[config.mk]
export PLATFORM = sky130hd
export DESIGN_NAME = dds_sweep_ctrl
export DESIGN_NICKNAME = d
export VERILOG_FILES = /design/src/rtl/dds_sweep_ctrl.sv
export SDC_FILE = /design/constraint.sdc
export NUM_CORES = 1
export LEC_CHECK = 0
export ABC_AREA = 1
export CORE_MARGIN = 3
export CORE_UTILIZATION = 40
export CTS_BUF_LIST = sky130_fd_sc_hd__clkbuf_8
export DETAILED_ROUTE_END_ITERATION = 16
export PLACE_DENSITY_LB_ADDON = 0.15
export SYNTH_ARGS = -nofsm -noshare
export SYNTH_HDL_FRONTEND = slang
export SYNTH_SLANG_ARGS = --single-unit
[constraint.sdc]
create_clock -name clk -period 5.1 [get_ports clk]
set_input_delay 0.765 -clock clk [delete_from_list [all_inputs] [get_ports clk]]
set_output_delay 0.765 -clock clk [all_outputs]
set_load 0.03 [all_outputs]
[src/rtl/dds_sweep_ctrl.sv]
// Purpose: steps a DDS frequency word from f_start toward f_stop (single, sawtooth or triangle sweep).
// Latency: an accepted start shows K=f_start one cycle later; each K value is held dwell+1 cycles.
// Backpressure: none; start is only sampled in IDLE, and abort ends a sweep on the next edge.
module dds_sweep_ctrl (
  input  logic        clk,
  input  logic        rst,
  input  logic        start,
  input  logic        abort,
  input  logic [1:0]  mode,
  input  logic [31:0] f_start,
  input  logic [31:0] f_stop,
  input  logic [31:0] f_step,
  input  logic [15:0] dwell,
  input  logic [10:0] phase_cfg,
  output logic [31:0] K,
  output logic [10:0] P,
  output logic        busy,
  output logic        done,
  output logic        sweep_wrap,
  output logic        cfg_err
);

  typedef enum logic [1:0] {ST_IDLE, ST_RUN, ST_DONE} state_t;

  state_t      state, state_n;
  logic [31:0] k_n;
  logic [10:0] p_n;
  logic        busy_n, done_n, wrap_n, err_n;
  logic        dir_up, dir_up_n;
  logic [15:0] dwell_cnt, dwell_cnt_n;

  // Sweep settings captured at an accepted start, so later input changes do not matter
  logic [31:0] start_r, stop_r, step_r;
  logic [15:0] dwell_r;
  logic [1:0]  mode_r;
  logic [31:0] start_r_n, stop_r_n, step_r_n;
  logic [15:0] dwell_r_n;
  logic [1:0]  mode_r_n;

  // Endpoint tests use 33 bits so a 32-bit overflow is never mistaken for a legal step
  logic [32:0] up_sum, dn_lim;
  logic        up_ok, dn_ok;
  logic [31:0] k_dn;
  logic        is_saw, is_tri;

  assign up_sum = {1'b0, K} + {1'b0, step_r};
  assign dn_lim = {1'b0, start_r} + {1'b0, step_r};
  assign up_ok  = (up_sum <= {1'b0, stop_r});
  assign dn_ok  = ({1'b0, K} >= dn_lim);
  assign k_dn   = K - step_r;
  assign is_saw = (mode_r == 2'b01);
  assign is_tri = (mode_r == 2'b10);

  // Next-state and next-output logic; every output is registered below
  always_comb begin
    state_n     = state;
    k_n         = K;
    p_n         = P;
    busy_n      = busy;
    done_n      = 1'b0;
    wrap_n      = 1'b0;
    err_n       = 1'b0;
    dir_up_n    = dir_up;
    dwell_cnt_n = dwell_cnt;
    start_r_n   = start_r;
    stop_r_n    = stop_r;
    step_r_n    = step_r;
    dwell_r_n   = dwell_r;
    mode_r_n    = mode_r;

    case (state)
      ST_IDLE: begin
        busy_n = 1'b0;
        if (start) begin
          if (f_step == 32'd0 || f_start > f_stop) begin
            err_n = 1'b1;
          end else begin
            start_r_n   = f_start;
            stop_r_n    = f_stop;
            step_r_n    = f_step;
            dwell_r_n   = dwell;
            mode_r_n    = mode;
            k_n         = f_start;
            p_n         = phase_cfg;
            busy_n      = 1'b1;
            dwell_cnt_n = dwell;
            dir_up_n    = 1'b1;
            state_n     = ST_RUN;
          end
        end
      end

      ST_RUN: begin
        if (abort) begin
          state_n = ST_IDLE;
          k_n     = 32'd0;
          busy_n  = 1'b0;
        end else if (dwell_cnt != 16'd0) begin
          dwell_cnt_n = dwell_cnt - 16'd1;
        end else begin
          dwell_cnt_n = dwell_r;
          if (dir_up) begin
            if (up_ok) begin
              k_n = up_sum[31:0];
            end else if (is_saw) begin
              k_n    = start_r;
              wrap_n = 1'b1;
            end else if (is_tri) begin
              dir_up_n = 1'b0;
              wrap_n   = 1'b1;
              if (dn_ok) k_n = k_dn;
            end else begin
              // single sweep (mode 00 or 11): finish, K keeps its last value
              state_n = ST_DONE;
              busy_n  = 1'b0;
              done_n  = 1'b1;
            end
          end else begin
            // only a triangle sweep ever travels downward
            if (dn_ok) begin
              k_n = k_dn;
            end else begin
              dir_up_n = 1'b1;
              wrap_n   = 1'b1;
              if (up_ok) k_n = up_sum[31:0];
            end
          end
        end
      end

      ST_DONE: begin
        state_n = ST_IDLE;
        busy_n  = 1'b0;
        if (abort) k_n = 32'd0;
      end

      default: begin
        state_n = ST_IDLE;
        busy_n  = 1'b0;
      end
    endcase
  end

  // State, outputs and captured settings; reset overrides start and abort
  always_ff @(posedge clk) begin
    if (rst) begin
      state      <= ST_IDLE;
      K          <= 32'd0;
      P          <= 11'd0;
      busy       <= 1'b0;
      done       <= 1'b0;
      sweep_wrap <= 1'b0;
      cfg_err    <= 1'b0;
      dir_up     <= 1'b1;
      dwell_cnt  <= 16'd0;
      start_r    <= 32'd0;
      stop_r     <= 32'd0;
      step_r     <= 32'd0;
      dwell_r    <= 16'd0;
      mode_r     <= 2'b00;
    end else begin
      state      <= state_n;
      K          <= k_n;
      P          <= p_n;
      busy       <= busy_n;
      done       <= done_n;
      sweep_wrap <= wrap_n;
      cfg_err    <= err_n;
      dir_up     <= dir_up_n;
      dwell_cnt  <= dwell_cnt_n;
      start_r    <= start_r_n;
      stop_r     <= stop_r_n;
      step_r     <= step_r_n;
      dwell_r    <= dwell_r_n;
      mode_r     <= mode_r_n;
    end
  end

endmodule

* Word level (Yosys, flattened, before mapping)
Cells that the tools add are included.
Operators by class: add/subtract/negate cells 4, order comparisons 3, equality and inequality tests 17, multiplexer cells 51, bitwise logic cells 5, reduce and logical (&&, ||, !) cells 15
Operators with widths (count):
- 32-bit 2-to-1 mux | 12
- 32-bit one-hot mux with 3 select lines | 1
- 32-bit by 32-bit adder with 33-bit output | 2
- 16-bit 2-to-1 mux | 4
- 32-bit by 33-bit >= comparator with 1-bit output | 1
- 33-bit by 32-bit less-or-equal comparator with 1-bit output | 1
- 32-bit > comparator | 1
- 32-bit logical NOT | 1
- 16-bit one-hot mux with 2 select lines | 1
- 32-bit subtractor | 1
- 1-bit 2-to-1 mux | 22
- 2-bit 2-to-1 mux | 8
- 16-bit nonzero test | 1
- 16-bit by 1-bit subtractor with 16-bit output (second input constant) | 1
- 3-bit inequality test (second input constant) | 5
- 6-bit inequality test (second input constant) | 2
- 2-bit inequality test (second input constant) | 5
- 5-bit AND reduction | 2
- 8-bit AND reduction | 1
- 7-bit AND reduction | 1
- 7-bit OR reduction | 1
- 5-bit inequality test (second input constant) | 1
- 1-bit inverter | 5
- 2-bit by 1-bit == test with 1-bit output (second input constant) | 2
- other kinds (11) | 13
Word-level totals: register bits 180, output and inout port bits 47

* Logic depth before layout (Yosys ltp)
Gate-level depths: netlist of the first run.
depth in word-level cells 10, mapped depth 36, mapped depth without buffers 35

* Worst setup path after synthesis of the first run
OpenSTA, ideal clock, no wires.
kind register -> register, from register step_r[0], to register K[10], setup time 0.064 ns, arrival 4.015 ns, data required time 5.036 ns, slack 1.021 ns, cell stages (with the launch flop) 29, path buffers 1, period minus slack after synthesis 4.079 ns, path through dfxtp_1 -> ha_1 -> fa_1 -> nand3_1 -> nand2_1 -> a21oi_1 -> o21ai_2 -> a21oi_1 -> o21ai_0 -> a21oi_1 -> o21ai_0 -> a21oi_1 -> xor2_1 -> ha_1 -> nand2_1 -> inv_1 -> nand2_1 -> nor4_1 -> nand3_1 -> o211ai_1 -> inv_1 -> nand2_1 -> clkbuf_1 -> nand4_1 -> nand3_1 -> nand2_1 -> nor2_1 -> nor2_1 -> nor2_1
On the way: cells in the longest elaborated chain, start to end 9, elaborated cells on any way between the ends 19, classes of those cells add/sub: 3; order compare: 2; eq/ne: 3; mux: 10; reduce/logical: 1
Ends and longest elaborated chain:
- start: declaration | line 33 | logic [31:0] start_r, stop_r, step_r;
- start signal: assignment | line 173 | step_r <= step_r_n;
- parallel branches: the longest is 9 deep, another holds 32-bit by 32-bit adder with 33-bit output
- end signal: assignment | line 163 | K <= k_n;
- end: declaration | line 15 | output logic [31:0] K,
Several ways; the timed one is not identified. The select of a mux whose other input is x is not followed. A chain may end at the register's enable or synchronous reset.

* Worst setup path in the final report of the first run
from register K[0], to register K[3]
On the way: cells in the longest elaborated chain, start to end 9, elaborated cells on any way between the ends 18, classes of those cells add/sub: 2; order compare: 2; eq/ne: 3; mux: 10; reduce/logical: 1
Ends and longest elaborated chain:
- parallel branches: the longest is 9 deep, another holds 32-bit by 32-bit adder with 33-bit output
Several ways; the timed one is not identified. The select of a mux whose other input is x is not followed.

==> results.md, run 1 <==
* Reg power frac at 0.180
* Placer Congestion at 1.04
* Root buffer cell: clkbuf_8
* Setup CP Type: flip-flop to flip-flop
* Most area-consuming cells after synthesis: dfxtp_1, ha_1, nand2_1
* DRT Pass-1 Iters at 6
* Met1 Use GR at 0.443
* Number of flops mapped to enable cells by yosys at 0
* Synth Area in Adders at 0.144
* I/O Pins at 176
* CTS tree: done
* Clock power frac at 0.100
* Worst Clk Skew at 23.4 ps
* Met3 usage at 0.0506
* Utilization after layout at 0.478
* Grt ovf at 0
* Effective utilization at floorplan at 0.408
* Largest net degree at the start of global routing at 146
* Initial antenna violation count at 0
* LEAKAGE at 9.82 nW
* GRT Total Usage at 0.312
* Post-Syn Nets at 3211
* Mapped cell area at 0.0177 sq mm
* Setup violators final at 0
* Hold_buf cts at 0
* Clk Latency, worst-skew pair at 530 ps
* Core area at 0.0434 sq mm
* Met2 Use GR at 0.485
* Final ANT Viol Nets at 0
* Worst Tran Pin Value at 1030 ps
* Worst vdd ir at 0.000373 V
* Fmax at 0.208 GHz
* Final hold vios at 0
* Synthesis-to-layout area growth at 17.0%
* Post-synthesis simple-gate area fraction at 0.295
* Dominant synthesized flop cell: dfxtp_1
* PortBufs at 175
* Register bit count reported by yosys at 180
* Non-Filler Instances at 3625
* Diode count at 0
* Setup TNS at 0 ps
* Post-placement cell count at 3592
* Cells after synthesis at 2880
* Row cnt at 76
* Synth cell types at 52
* Synth Area in Compound Gates at 0.199
* CTS Buf Count at 17
* Via/cell ratio at 5.46
* Pint at 4.56 mW
* Deepest clock path buffer count at 2
* Die width at 216 microns
* Power share of the combinational group at 0.720
* Largest family of logic cells by synthesized area: simple AND/OR/NAND/NOR gates
* 1st-iter DRT viols at 2004
* Final period util at 0.942
* CTS sink cnt at 180
* Post-route design area at 0.0207 sq mm
* Cell taking the most area after synthesis: dfxtp_1
* Async set or reset register ratio after synthesis at 0
* First-pass GRT wire length at 111000 microns
* Max FO, Critical Path at 31
* Startpoint Class: flip-flop
* Post-DP Area at 0.0203 sq mm
* Total power at 10.5 mW
* Slew Limit Fails at 0
* Post-synthesis mux area share at 0
* Top post-synthesis cells by count: nand2_1, inv_1, a21oi_1, nor2_1, o21ai_0
* Nets at 3358
* Ys Warns at 0
* Post-DP HPWL at 60500 microns
* Share of layout cells above drive strength 1 at 0.0612
* Die ar. at 0.0468 sq mm
* P per Cell Area at 506 mW/mm^2
* R2r setup slk at 300 ps
* Fin crit period at 4800 ps
* Vias in the first global route at 18600
* Switching part of the total at 0.565
* Xor and xnor area share after synthesis at 0.0386
* Htree depth at 4
* Hold Path Class: flip-flop to flip-flop
* Net Switching at 5.92 mW
* WHS at 459 ps
* Vias at 19800
* Seq/Total Area, Yosys at 0.203
* Post-detailed-route wirelength per cell at 20.7 microns
* Outcome: finished, final reports clean
* DRC Markers at 0
* Unrepaired setup endpoints after global routing: no
* Worst setup EP type: flip-flop
* Most common cell in the synthesized netlist: nand2_1
* Crit path DAT at 5240 ps
* Final WL at 75200 microns
* Slew HR at 0.314
* Clock-pin transition on the worst setup and hold timing paths at 110 ps
* GRT busiest layer: met2
* MaxCap Viol Count at 0
* CP Data Required Time at 5530 ps
* Setup ws final at 296 ps
* Die H at 216 microns
* Syn Area/Cell at 6.15 sq um
* Top cell type's share of synthesized area at 0.203
* Pre-CTS setup slack at 259 ps
kinds of logic (layout without fill, tap and decap cells):
| family | count (synthesis) | after routing |
|---|---|---|
| simple gates | 1245 | 1245 |
| compound gates | 643 | 643 |
| buf+inv | 532 | 692 |
| fa+ha+maj | 202 | 202 |
| flops | 180 | 180 |
| xor+xnor | 78 | 78 |
layout make-up:
cell class | instances | area [sq um]
multi-input combinational | 2168 | 12000
sequential | 180 | 3600
clock buffer | 21 | 289
clock inverter | 11 | 100
inverter | 407 | 1530
fill | 4706 | 22600
tap | 585 | 732
timing repair buffer | 253 | 2430
timing repair:
item | in CTS | in global routing
resized for setup | 0 | 12
endpoints found under the setup margin | 0 | 32
buffers inserted | 0 | 1
cells in the final DEF, fill, tap and decap left out, drive strengths merged, types with 52 or more instances in the layout:
cell / count
a21oi: 349
buf: 79
xor2: 59
nand4: 52
nand3: 190
o21ai: 228
inv: 411
dfxtp: 180
clkdlybuf4s50: 174
ha: 199
nand2: 636
nor2: 306
critical path, stage by stage (launching register included):
cell,delay (ps)
dfxtp_1,370
ha_1,240
fa_1,430
nand2_1,90
nand2_1,80
nand4_1,90
nand2_1,160
nand2_1,140
nand2_2,120
a21oi_1,270
o21bai_1,110
xor2_1,400
inv_1,90
ha_1,350
nand2_1,70
nor4_1,350
nand2_1,100
nor3_1,140
buf_4,140
nand2_2,80
buf_4,300
nand3_1,150
nand2_1,50
nor2_1,180
nor2_1,60
nor2_1,90
nor2_1,40
flip-flops by register name, summed over array words and instances, names as in the netlist:
signal      count
K              32
start_r        32
step_r         32
stop_r         32
dwell_cnt      16
dwell_r        16
P              11
mode_r          2
state           2
busy            1
cfg_err         1
dir_up          1
done            1
sweep_wrap      1
power by group through the flow:
stage / Sequential, mW / Clock, mW / Combinational, mW
after floorplan: 1.99 / 0 / 4.74
after global placement: 1.90 / 0 / 7.29
after detailed placement: 1.90 / 0 / 7.33
after CTS: 1.87 / 1.08 / 7.37
after global routing: 1.91 / 1.12 / 8.26
final: 1.89 / 1.05 / 7.55
layer usage:
layer	part of all wire	wire length [microns]
met1	0.45	33700
met2	0.43	32400
met3	0.090	6780
met4	0.030	2280
met5	0	0
final timing paths:
kind               from          to  cells past startpoint
max                K[0]        K[3]                     26
min reg2reg  dwell_r[3]  dwell_r[3]                      2
max reg2reg        K[0]        K[3]                     26
min          dwell_r[3]  dwell_r[3]                      2
No activity file was read; power rests on OpenSTA's default activity.
==> run 2, diff against run 1 <==
--- a/config.mk
+++ b/config.mk
@@ -10,7 +10,9 @@
 export CORE_UTILIZATION = 40
 export CTS_BUF_LIST = sky130_fd_sc_hd__clkbuf_8
 export DETAILED_ROUTE_END_ITERATION = 16
+export HOLD_SLACK_MARGIN = 0.05
 export PLACE_DENSITY_LB_ADDON = 0.15
+export SLEW_MARGIN = 20
 export SYNTH_ARGS = -nofsm -noshare
 export SYNTH_HDL_FRONTEND = slang
 export SYNTH_SLANG_ARGS = --single-unit
==> results of run 2 <==
Same layout as run 1: the final DEF is identical, and so are final timing and power.
